<file path="config.mk">
export PLATFORM = sky130hd
export DESIGN_NAME = simmem_release_arbiter
export DESIGN_NICKNAME = d
export VERILOG_FILES = /design/src/rtl/simmem_pkg.sv /design/src/rtl/simmem_rr_picker.sv /design/src/rtl/simmem_release_arbiter.sv
export SDC_FILE = /design/constraint.sdc
export NUM_CORES = 1
export LEC_CHECK = 0
export BUFFER_PORTS_ARGS = -buffer_cell sky130_fd_sc_hd__buf_2
export CAP_MARGIN = 10
export CORE_MARGIN = 2
export CORE_UTILIZATION = 25
export CTS_CLUSTER_DIAMETER = 200
export DETAILED_ROUTE_END_ITERATION = 10
export GPL_ROUTABILITY_DRIVEN = 1
export PLACE_DENSITY_LB_ADDON = 0.1
export SYNTH_ARGS = -nofsm -noshare
export SYNTH_HDL_FRONTEND = slang
export SYNTH_SLANG_ARGS = --single-unit
</file>
<file path="constraint.sdc">
create_clock -name clk_i -period 5.3 [get_ports clk_i]
set_input_delay 0.53 -clock clk_i [delete_from_list [all_inputs] [get_ports clk_i]]
set_output_delay 0.53 -clock clk_i [all_outputs]
set_load 0.1 [all_outputs]
</file>
<file path="src/rtl/simmem_pkg.sv">
// Shared capacities for the simulated memory controller banks.
package simmem_pkg;

  localparam int unsigned WriteRespBankCapacity = 8;
  localparam int unsigned ReadDataBankCapacity  = 8;

endpackage

</file>
<file path="src/rtl/simmem_rr_picker.sv">
// Wrap-around find-first: returns the first set bit of vec at or above ptr,
// searching upward and wrapping from NumSlots-1 back to 0.
module simmem_rr_picker #(
  parameter  int unsigned NumSlots = 8,
  localparam int unsigned IdxWidth = $clog2(NumSlots)
) (
  input  logic [NumSlots-1:0] vec,
  input  logic [IdxWidth-1:0] ptr,
  output logic                found,
  output logic [IdxWidth-1:0] index
);

  // Scan positions ptr, ptr+1, ... modulo NumSlots; the first hit wins.
  always_comb begin : pick_search
    int unsigned pos;
    found = 1'b0;
    index = '0;
    pos   = 0;
    for (int unsigned i = 0; i < NumSlots; i++) begin
      pos = 32'(ptr) + i;
      if (pos >= NumSlots) pos = pos - NumSlots;
      if (!found && vec[IdxWidth'(pos)]) begin
        found = 1'b1;
        index = IdxWidth'(pos);
      end
    end
  end

endmodule

</file>
<file path="src/rtl/simmem_release_arbiter.sv">
// Release arbiter: picks one enabled bank slot per grant, hands it to the
// message bank with a valid/ready handshake, and confirms each release back to
// the delay calculator with a one-cycle one-hot pulse. A slot is granted at
// most once per enable assertion.
// Build option: SIMMEM_RELEASE_ARB_FIXED_PRIO_EN selects lowest-index-first
// priority with the pointer pinned to 0; otherwise arbitration is round-robin.
module simmem_release_arbiter
  import simmem_pkg::*;
#(
  parameter  int unsigned NumSlots     = WriteRespBankCapacity,
  localparam int unsigned SlotIdxWidth = $clog2(NumSlots)
) (
  input  logic                    clk_i,
  input  logic                    rst_ni,
  input  logic [NumSlots-1:0]     release_en_onehot_i,
  output logic                    grant_valid_o,
  input  logic                    grant_ready_i,
  output logic [SlotIdxWidth-1:0] grant_addr_o,
  output logic [NumSlots-1:0]     released_addr_onehot_o
);

  typedef enum logic {
    Idle  = 1'b0,
    Grant = 1'b1
  } state_e;

  state_e                  state_q;
  logic [NumSlots-1:0]     inflight_q;
  logic [SlotIdxWidth-1:0] ptr_q;

  logic [NumSlots-1:0]     eligible_c;
  logic [NumSlots-1:0]     grant_mask_c;
  logic [NumSlots-1:0]     pick_vec_c;
  logic [SlotIdxWidth-1:0] next_ptr_c;
  logic [SlotIdxWidth-1:0] pick_ptr_c;
  logic [SlotIdxWidth-1:0] pick_idx_c;
  logic                    pick_found_c;
  logic                    handshake_c;

  // Eligibility, handshake detection and the picker's search window. On a
  // handshake the search starts just past the slot being released and skips it.
  always_comb begin
    eligible_c   = release_en_onehot_i & ~inflight_q;
    grant_mask_c = NumSlots'(1) << grant_addr_o;
    handshake_c  = (state_q == Grant) && grant_ready_i;
`ifdef SIMMEM_RELEASE_ARB_FIXED_PRIO_EN
    next_ptr_c   = '0;
`else
    next_ptr_c   = (grant_addr_o == SlotIdxWidth'(NumSlots - 1)) ?
                   '0 : grant_addr_o + SlotIdxWidth'(1);
`endif
    pick_vec_c   = handshake_c ? (eligible_c & ~grant_mask_c) : eligible_c;
    pick_ptr_c   = handshake_c ? next_ptr_c : ptr_q;
  end

  simmem_rr_picker #(
    .NumSlots (NumSlots)
  ) u_picker (
    .vec   (pick_vec_c),
    .ptr   (pick_ptr_c),
    .found (pick_found_c),
    .index (pick_idx_c)
  );

  // Grant FSM with registered outputs, in-flight tracking and release pulse.
  always_ff @(posedge clk_i or negedge rst_ni) begin
    if (!rst_ni) begin
      state_q                <= Idle;
      grant_valid_o          <= 1'b0;
      grant_addr_o           <= '0;
      released_addr_onehot_o <= '0;
      inflight_q             <= '0;
      ptr_q                  <= '0;
    end else begin
      // A slot stays in flight only while its enable remains asserted.
      inflight_q             <= (inflight_q | (handshake_c ? grant_mask_c : '0)) &
                                release_en_onehot_i;
      released_addr_onehot_o <= handshake_c ? grant_mask_c : '0;
      case (state_q)
        Idle: begin
          if (pick_found_c) begin
            state_q       <= Grant;
            grant_valid_o <= 1'b1;
            grant_addr_o  <= pick_idx_c;
          end
        end
        Grant: begin
          if (grant_ready_i) begin
            ptr_q <= next_ptr_c;
            if (pick_found_c) begin
              grant_addr_o <= pick_idx_c;
            end else begin
              state_q       <= Idle;
              grant_valid_o <= 1'b0;
            end
          end
        end
        default: begin
          state_q       <= Idle;
          grant_valid_o <= 1'b0;
        end
      endcase
    end
  end

endmodule
</file>
## Yosys cells after proc, flatten, opt, wreduce, memory -nomap -nowiden

Index checks and enable logic that the tools add are counted.

- Bits in registers: 24
- Input bits: 11
- Output and inout bits: 12
- Logic and storage cells: 121

- Add/sub/neg operators: 16
- Order comparisons: 16
- Equal/unequal tests: 4
- Shifts and indexed selects: 1
- Multiplexer cells: 54
- Bitwise logic cells: 7
- Reductions and logical operators: 17

Operators by type and width:

| cell | count |
|---|---|
| 2-to-1 mux 3 bit | 20 |
| < comparator 3 x 4 -> 1 bit, second input constant | 8 |
| >= comparator 4 bit, second input constant | 7 |
| bitwise AND 8 bit | 3 |
| binary-select mux 1 bit (select 3 bit) | 8 |
| subtractor 3 x 1 -> 3 bit, second input constant | 8 |
| 2-to-1 mux 1 bit | 21 |
| adder 3 x 3 -> 4 bit, second input constant | 4 |
| 2-to-1 mux 8 bit | 2 |
| inverter 8 bit | 2 |
| adder 3 x 2 -> 4 bit, second input constant | 2 |
| logical AND 1 bit | 8 |
| bitwise OR 8 bit | 1 |
| << shifter 1 x 3 -> 8 bit, first input constant | 1 |
| logical NOT 1 bit | 7 |
| inequality test 2 bit, second input constant | 3 |
| case mux 3 bit (2 select lines) | 1 |
| adder 3 x 1 -> 4 bit, second input constant | 1 |
| >= comparator 3 x 4 -> 1 bit, second input constant | 1 |
| case mux 1 bit (2 select lines) | 2 |
| adder 3 x 1 -> 3 bit, second input constant | 1 |
| == test 3 bit, second input constant | 1 |
| AND reduction 3 bit | 1 |
| AND reduction 2 bit | 1 |
| inverter 1 bit | 1 |

## Logic depth before layout (Yosys ltp)

Gate-level depths: netlist of run 1.

- Word-level depth: 32
- Gate-level depth with buffers: 14
- Gate-level depth less buffers: 13

## Modules after synthesis

A second synthesis of run 1 with hierarchy kept.

- Cell total of the unflattened synthesis: 186
- Area total of the unflattened synthesis: 1844.3 sq um

By module, submodules not included:

| module | instances | cells an instance | area an instance (sq um) | seq. area each (sq um) |
|---|---|---|---|---|
| simmem_release_arbiter | 1 | 86 | 1031.0 | 600.6 |
| simmem_rr_picker | 1 | 100 | 813.3 | 0.0 |

## Least setup slack after synthesis of run 1

Ideal clock, no wire load.

- Path kind: flip-flop to flip-flop
- Start point: reg grant_addr_o[0]
- End point: reg grant_addr_o[0]
- Library setup time: 0.083 ns
- Data arrival time: 3.924 ns
- Required time: 5.217 ns
- Slack: 1.294 ns
- Stages on the path, launching flop included: 14
- Path buffers: 1
- Clock period less this slack: 4.006 ns
- Cell sequence: dfrtp_1 ha_1 ha_1 and4bb_4 a21oi_4 clkinv_2 buf_4 ha_1 xnor2_1 mux2_2 mux2i_1 nand3_1 or3_1 a31oi_1

- Word-level cells in the longest chain between the ends: 32
- Elaborated cells between the ends (all ways): 88
- Classes of those cells: add/sub (16); order compare (8); eq/ne (1); shift (1); mux (46); bitwise (2); reduce/logical (14)

RTL lines:

| item | line | source |
|---|---|---|
| from (decl) | simmem_release_arbiter.sv:18 | `output logic [SlotIdxWidth-1:0] grant_addr_o,` |
| from (signal assigned) | simmem_release_arbiter.sv:84 | `grant_addr_o <= pick_idx_c;` |
| from (signal assigned) | simmem_release_arbiter.sv:91 | `grant_addr_o <= pick_idx_c;` |
| branches (longest 29 deep; another with adder 3 x 1 -> 4 bit) | n/a |  |
| 2-to-1 mux 3 bit * | simmem_release_arbiter.sv:81, simmem_release_arbiter.sv:90 |  |
| 2-to-1 mux 3 bit | simmem_release_arbiter.sv:88 | `if (grant_ready_i) begin` |
| case mux 3 bit (2 select lines) * | simmem_release_arbiter.sv:79 | `case (state_q)` |

Mark *: on every way between the ends. The select of a mux whose other input is x is not followed.
A chain may end at the register's enable or synchronous reset.

## Final worst setup path of run 1

- Start point: reg state_q
- End point: reg grant_addr_o[0]

- Word-level cells in the longest chain between the ends: 31
- Elaborated cells between the ends (all ways): 85
- Classes of those cells: add/sub (15); order compare (8); eq/ne (1); mux (45); bitwise (1); reduce/logical (15)

RTL lines:

| item | line | source |
|---|---|---|
| from (decl) | simmem_release_arbiter.sv:27 | `state_e state_q;` |
| from (signal assigned) | simmem_release_arbiter.sv:68 | `state_q <= Idle;` |
| from (signal assigned) | simmem_release_arbiter.sv:82 | `state_q <= Grant;` |
| from (signal assigned) | simmem_release_arbiter.sv:93 | `state_q <= Idle;` |
| branches (longest 31 deep; another with adder 3 x 1 -> 4 bit) | n/a |  |

Several ways; the timed one is not identified. The select of a mux whose other input is x is not followed.

==> flow_metrics.py, run 1 <==
metrics = {
    "critical_path": {
        "worstSetupPathType": "flop to flop",
        "end_kind": "flop",
        "slowest_stage": "dfrtp_1",
        "crit_chain": "nand2_2, a21oi_4, clkinv_2, ha_1, xnor2_1, mux2_2, mux2i_1, nand3_1, or3_1, a31oi_1",
        "cp.depth": 10,
        "crit_family": "simple AND/OR/NAND/NOR gates",
        "crit_end": "grant_addr_o[0]",
        "regToRegSetupSlack_ps": 1300,
        "startpoint": "state_q",
        "r2r_start": "state_q",
        "cp_max_fo": 18,
        "crit_arrival_ps": 4180,
        "r2r_end": "grant_addr_o[0]",
        "required_ps": 5490,
        "worstSetupStartpointType": "flop",
        "crit_buf_inv": 1,
        "max_stage_delay_ps": 720,
        "rr_worst_depth": 10,
    },
    "synth": {
        "synth_nets": 237,
        "synth_edf_count": 0,
        "synth_top_area_share_pct": 29.8,
        "yosys.cell_types.count": 55,
        "ys_seq_area_share_pct": 29.8,
        "yosys-top-cells-count": "24 x dfrtp_1, 19 x mux2i_1, 18 x nand2_1, 18 x nor2_1",
        "yosysMostFrequentCell": "dfrtp_1",
        "ys_seq_elements": 24,
        "yosysWarnings": 0,
        "ys_async_sr_fraction_pct": 100,
        "syn_avg_cell_area_um2": 9.24,
        "syn_inst": 218,
        "synthFlopType": "dfrtp_1",
        "synthTopCellsByArea": "dfrtp_1 30%, mux2i_1 9.4%, ha_1 5.0%, nand2_1 3.4%, nor2_1 3.4%",
        "syn-cell-area_mm2": 0.00201,
        "yosysTopAreaCell": "dfrtp_1",
    },
    "min_path": {
        "hp-class": "input pin to asynchronous set/reset pin",
    },
    "route": {
        "via_per_inst": 5.05,
        "via_count": 1697,
        "antenna_left": 0,
        "wl_per_cell_um": 15.9,
        "drc": 0,
        "drt_wl_total_um": 5340,
        "dr.pass1.iters": 4,
        "drtIter0Drc": 53,
    },
    "clock_network": {
        "cts_root_buf": "clkbuf_8",
        "cts_hold_repair.buffers": 0,
        "cts_made_buffers": 3,
        "clkLatencyLatePin_ps": 260,
        "cts.clk_slew.worst_paths_ps": 80,
        "h-tree-depth": 1,
        "clock_sinks": 24,
        "ctsResizeCount": 0,
        "post_cts_buffers": 0,
        "cts_tree": "done",
        "cts.path.max_buffers": 2,
    },
    "grt": {
        "grt_pass1_vias": 1710,
        "grt_max_degree": 25,
        "gr-usage-all-layers_pct": 12.5,
        "grt-ovfl-total": 0,
        "antenna_found_initial": 0,
        "grt_pass1_wl_um": 8630,
    },
    "die": {
        "die_w_um": 93.8,
        "die_h_um": 93.8,
        "io_pins": 23,
        "fp-row-count": 32,
        "start_util_pct": 25.9,
        "core_area_mm2": 0.00777,
        "fp.dieArea_mm2": 0.00879,
    },
    "layout": {
        "fin_nets": 255,
        "n_antenna_cell": 0,
        "drive_above_1_share_pct": 20.1,
        "n_fill_cell": 856,
        "area_delta_synth_final_pct": 10.3,
    },
    "sta": {
        "finalHoldViolations": 0,
        "period_share_pct": 75.4,
        "worst_pin_slew_ps": 582,
        "clock_skew_ps": 1.87,
        "setup_viol": 0,
        "fmax_mhz": 250,
        "rsz0062_at_grt": "no",
        "slew_violations": 0,
        "relSlewSlack_pct": 61.2,
        "fin_setup_tns_ps": 0,
        "post-route-min-period_ps": 4000,
    },
    "placement": {
        "portBuffers": 22,
        "dp_hpwl_um": 4340,
        "gp_congestion": 0.782,
    },
    "run": {
        "maxCapViolations": 0,
    },
    "outcome": {
        "status": "complete, no violations",
    },
}
kinds of logic after synthesis:
kind of cell,count (synthesis),share of synthesized area [%]
AND/OR/NAND/NOR,75,20.7
buffers and inverters,21,5.90
adder cells (fa/ha/maj),8,4.97
flip-flops,24,29.8
AO/OA/AOI/OAI,61,24.1
multiplexers,24,12.4
XOR/XNOR,5,2.17
area by class of cell:
class                      instances  area [um^2]  area share [%]
sequential                        24          601            27.0
timing repair buffer              22          110            4.95
multi-input combinational        173         1290            58.3
inverter                          12         47.5            2.14
clock buffer                       3         41.3            1.86
tap                              102          128            5.74
through the flow:
| stage | setup WS [ps] | area (um^2) | hold WS, ps | util [%] | cells |
|---|---|---|---|---|---|
| 2_1_floorplan | 1290 | 2010 | 234 | - | 218 |
| 3_3_place_gp | 1330 | 2180 | 475 | 28.1 | 333 |
| 3_5_place_dp | 1260 | 2180 | 482 | 28.1 | 333 |
| 4_1_cts | 1320 | 2220 | 267 | 28.6 | 336 |
| 5_1_grt | 987 | 2220 | 292 | 28.6 | 336 |
| 6_report | 1300 | 2220 | 245 | 28.6 | 336 |
layout by cell type, fill, tap and decap left out, types with 6 or more instances in the layout:
| master | n |
|---|---|
| mux2i_1 | 19 |
| nand4_1 | 6 |
| o211ai_1 | 6 |
| dfrtp_1 | 24 |
| nand3_1 | 6 |
| nand2_1 | 18 |
| inv_1 | 9 |
| o21ai_0 | 9 |
| ha_1 | 8 |
| o21a_1 | 7 |
| buf_2 | 22 |
| nor2_1 | 18 |
| nor2b_1 | 9 |
worst min path at each step:
stage / from / endpoint / slack [ps] / cells past startpoint
after floorplan: rst_ni / grant_addr_o[0] / 230 / 0
after global placement: inflight_q[2] / inflight_q[2] / 470 / 1
after detailed placement: inflight_q[7] / inflight_q[7] / 480 / 1
after CTS: rst_ni / inflight_q[0] / 270 / 1
after global routing: rst_ni / released_addr_onehot_o[1] / 290 / 1
final: rst_ni / released_addr_onehot_o[7] / 240 / 1
metal layers:
layer	global-route usage [%]	wire [um]
met1	15.5	2450
met2	22.3	2640
met3	1.28	117
met4	4.59	125
met5	0	0
flip-flops by register name (all words and copies together) (netlist names):
| register | count |
|---|---|
| ptr_q | 3 |
| released_addr_onehot_o | 8 |
| inflight_q | 8 |
| grant_addr_o | 3 |
| state_q | 1 |
| grant_valid_o | 1 |
Power of run 1 is not shown: default switching activity piles up to over one toggle a cycle in this logic, so the estimate is an artifact.
==> inputs of run 2 (changes only) <==
clock period = 3.9 ns   (was 5.3 ns; I/O delays follow)
==> flow_metrics.py, run 2 (same netlist as run 1, synthesis figures left out) <==
metrics = {
    "die": {
        "fp.dieArea_mm2": 0.00879,
        "io_pins": 23,
        "die_w_um": 93.8,
        "fp-row-count": 32,
        "start_util_pct": 25.9,
        "core_area_mm2": 0.00777,
        "die_h_um": 93.8,
    },
    "clock_network": {
        "cts.path.max_buffers": 2,
        "cts.clk_slew.worst_paths_ps": 90,
        "cts_hold_repair.buffers": 0,
        "cts_tree": "done",
        "post_cts_buffers": 0,
        "h-tree-depth": 1,
        "clock_sinks": 24,
        "cts_root_buf": "clkbuf_8",
        "ctsResizeCount": 0,
        "clkLatencyLatePin_ps": 270,
        "cts_made_buffers": 3,
    },
    "critical_path": {
        "max_stage_delay_ps": 420,
        "required_ps": 4090,
        "crit_buf_inv": 1,
        "worstSetupPathType": "flop to flop",
        "slowest_stage": "dfrtp_2",
        "crit_top_cell": "ha_1",
        "cp_max_fo": 7,
        "crit_chain": "ha_1, ha_1, and4bb_4, a21oi_4, clkinv_2, ha_1, xnor2_1, mux2_2, mux2i_1, nand3_1, or3_1, a31oi_1",
        "crit_family": "simple AND/OR/NAND/NOR gates",
        "crit_arrival_ps": 3630,
        "end_kind": "flop",
        "worstSetupStartpointType": "flop",
    },
    "sta": {
        "fmax_mhz": 291,
        "fin_setup_tns_ps": 0,
        "relSlewSlack_pct": 64.5,
        "finalHoldViolations": 0,
        "layout_setup_ws_ps": 461,
        "period_share_pct": 88.2,
        "setup_viol": 0,
        "post-route-min-period_ps": 3440,
        "clock_skew_ps": 6.75,
        "worst_pin_slew_ps": 518,
        "slew_violations": 0,
        "rsz0062_at_grt": "no",
    },
    "placement": {
        "gp_congestion": 0.835,
        "placed_cells": 341,
        "portBuffers": 22,
        "dp_slack_ps": 484,
        "dp_hpwl_um": 4470,
    },
    "layout": {
        "n_antenna_cell": 0,
        "multiInputGateArea_mm2": 0.00129,
        "area_delta_synth_final_pct": 13.6,
        "fin_nets": 263,
        "final_cell_mix": "22 x dfrtp_1, 22 x buf_2, 19 x mux2i_1",
        "fin_cells": 345,
        "n_fill_cell": 828,
        "register_area_um2": 603,
        "drive_above_1_share_pct": 23.5,
        "reg.largest.list": "inflight_q: 8 flops, released_addr_onehot_o: 8 flops",
    },
    "grt": {
        "grt_pass1_vias": 1766,
        "grt_max_degree": 25,
        "grt_pass1_wl_um": 9150,
        "gr-usage-all-layers_pct": 13.1,
        "grt-ovfl-total": 0,
        "antenna_found_initial": 0,
    },
    "min_path": {
        "hp-class": "input pin to asynchronous set/reset pin",
    },
    "run": {
        "maxCapViolations": 0,
    },
    "outcome": {
        "status": "complete, no violations",
    },
    "route": {
        "drtIter0Drc": 70,
        "antenna_left": 0,
        "via_count": 1771,
        "drt_wl_total_um": 5570,
        "via_per_inst": 5.13,
        "wl_per_cell_um": 16.1,
        "dr.pass1.iters": 4,
        "drc": 0,
    },
}
## run 2: path summary, 6_finish.rpt
path | from | end | slack (ps) | cells after the start
setup / recovery | grant_addr_o[0] | grant_addr_o[0] | 460 | 12
hold / removal | rst_ni | inflight_q[6] | 100 | 1
setup reg to reg | grant_addr_o[0] | grant_addr_o[0] | 460 | 12
hold reg to reg | inflight_q[1] | inflight_q[1] | 500 | 1
max in group asynchronous | rst_ni | grant_addr_o[0] | 3410 | 1
min in group clk_i | release_en_onehot_i[1] | inflight_q[1] | 350 | 2
## run 2: final cells by class
class | instances | area share, %
tap | 102 | 5.58
clock buffer | 4 | 1.97
multi-input combinational | 173 | 56.6
inverter | 12 | 2.08
timing repair buffer | 30 | 7.44
sequential | 24 | 26.4
## run 2: per-stage QoR
stage | hold WS (ps) | utilization (%) | cell area [um^2]
2_1_floorplan | 94.4 | - | 2020
3_3_place_gp | 415 | 28.9 | 2240
3_5_place_dp | 422 | 28.9 | 2240
4_1_cts | 130 | 29.5 | 2290
5_1_grt | 142 | 29.5 | 2290
6_report | 102 | 29.5 | 2290
## run 2: layer usage
| metal | track usage, % | up-vias | wire length (um) |
|---|---|---|---|
| met3 | 0.963 | 5 | 139 |
| met4 | 3.38 | 0 | 61 |
| met1 | 16.9 | 870 | 2550 |
| met2 | 23.5 | 35 | 2820 |
| met5 | 0 | - | 0 |
| li1 | - | 861 | - |
Power of run 2 is left out for the same reason.
==> inputs of run 3 (changes only) <==
CAP_MARGIN = not set   (was 10)
CORE_ASPECT_RATIO = 1.4   (was not set)
==> flow_metrics.py, run 3 (same netlist as run 1, synthesis figures left out) <==
metrics = {
    "outcome": {
        "status": "complete, no violations",
    },
    "critical_path": {
        "worstSetupStartpointType": "flop",
        "worstSetupPathType": "flop to flop",
        "crit_arrival_ps": 3560,
        "crit_buf_inv": 3,
        "crit_chain": "inv_1, ha_1, and3_4, nor2_8, clkinv_2, ha_1, xnor2_1, mux2_2, mux2i_1, buf_4, nor2_1, a31o_2, o21ai_1, a31oi_1",
        "cp_max_fo": 10,
        "required_ps": 4050,
        "slowest_stage": "dfrtp_2",
        "max_stage_delay_ps": 420,
        "crit_family": "multiplexers",
        "end_kind": "flop",
        "crit_top_cell": "ha_1",
    },
    "grt": {
        "grt_pass1_wl_um": 9260,
        "grt_max_degree": 25,
        "met2_usage_pct": 27.4,
        "grt_pass1_vias": 1861,
        "grtUsageMet3_pct": 0.733,
        "top_usage_layer": "met2",
        "grtUsageMet1_pct": 15.1,
        "antenna_found_initial": 0,
        "gr-usage-all-layers_pct": 13.8,
        "grt-ovfl-total": 0,
    },
    "route": {
        "via_count": 1768,
        "wl_per_cell_um": 16.6,
        "via_per_inst": 5.10,
        "dr.pass1.iters": 5,
        "drt_wl_total_um": 5770,
        "antenna_left": 0,
        "drc": 0,
        "drtIter0Drc": 113,
    },
    "sta": {
        "rsz0062_at_grt": "no",
        "worst_pin_slew_ps": 545,
        "post-route-min-period_ps": 3410,
        "setup_viol": 0,
        "fmax_mhz": 293,
        "fin_setup_tns_ps": 0,
        "relSlewSlack_pct": 62.6,
        "period_share_pct": 87.5,
        "hold_ws_ps": 104,
        "finalHoldViolations": 0,
        "clock_skew_ps": 3.56,
        "slew_violations": 0,
    },
    "die": {
        "core_area_mm2": 0.00780,
        "start_util_pct": 25.8,
        "die_h_um": 110,
        "io_pins": 23,
        "fp-row-count": 38,
        "fp.dieArea_mm2": 0.00880,
        "die_w_um": 79.9,
    },
    "placement": {
        "dp_hpwl_um": 4760,
        "placed_cells": 343,
        "gp_congestion": 0.823,
        "postPlaceCellArea_mm2": 0.00227,
        "portBuffers": 22,
    },
    "layout": {
        "drive_above_1_share_pct": 25.1,
        "fin_area_mm2": 0.00233,
        "area_delta_synth_final_pct": 15.5,
        "reg.largest.list": "inflight_q: 8 flops, released_addr_onehot_o: 8 flops",
        "multiInputGateArea_mm2": 0.00129,
        "fin_cells": 347,
        "register_area_um2": 603,
        "n_fill_cell": 848,
        "fin_nets": 267,
        "final_cell_mix": "22 x dfrtp_1, 22 x buf_2, 19 x mux2i_1",
        "n_antenna_cell": 0,
    },
    "clock_network": {
        "cts.path.max_buffers": 2,
        "clock_sinks": 24,
        "cts_root_buf": "clkbuf_8",
        "ctsResizeCount": 0,
        "cts.clk_slew.worst_paths_ps": 90,
        "cts_hold_repair.buffers": 0,
        "cts_tree": "done",
        "cts_made_buffers": 3,
        "post_cts_buffers": 0,
        "h-tree-depth": 1,
        "clkLatencyLatePin_ps": 270,
    },
    "run": {
        "maxCapViolations": 0,
    },
    "min_path": {
        "hp-class": "input pin to asynchronous set/reset pin",
    },
}
==> run 3: worst paths after layout <==
kind | start | to | slack [ps] | depth (start not counted)
worst max-delay path | grant_addr_o[0] | grant_addr_o[0] | 490 | 14
worst max register to register | grant_addr_o[0] | grant_addr_o[0] | 490 | 14
min in group clk_i | release_en_onehot_i[0] | inflight_q[0] | 340 | 2
worst min register to register | inflight_q[7] | inflight_q[7] | 500 | 1
max in group asynchronous | rst_ni | grant_addr_o[1] | 3380 | 1
worst min-delay path | rst_ni | inflight_q[7] | 100 | 1
==> run 3: cell type report <==
class,instances,area share (%)
Clock buffer,4,2.37
Timing Repair Buffer,34,8.61
Tap cell,100,5.38
Inverter,12,2.04
Multi-Input combinational cell,173,55.7
Sequential cell,24,25.9
==> run 3: worst reg2reg max path: stages (launching register included) <==
cell	delay, ps
dfrtp_2	420
inv_1	70
ha_1	350
and3_4	220
nor2_8	200
clkinv_2	90
ha_1	270
xnor2_1	320
mux2_2	380
mux2i_1	280
buf_4	170
nor2_1	40
a31o_2	240
o21ai_1	140
a31oi_1	100
==> run 3: per-stage QoR <==
step                setup slack, ps  util (%)
finish                          489      29.8
floorplan                       105         -
global placement                442      29.1
CTS                             471      29.8
global route                    255      29.8
detailed placement              493      29.1
==> run 3: per-layer routing <==
metal	wire length, um	part of all wire, %
met1	2300	40
met2	3250	56
met3	120	2.1
met4	106	1.8
met5	0	0
Power of run 3 is left out for the same reason.
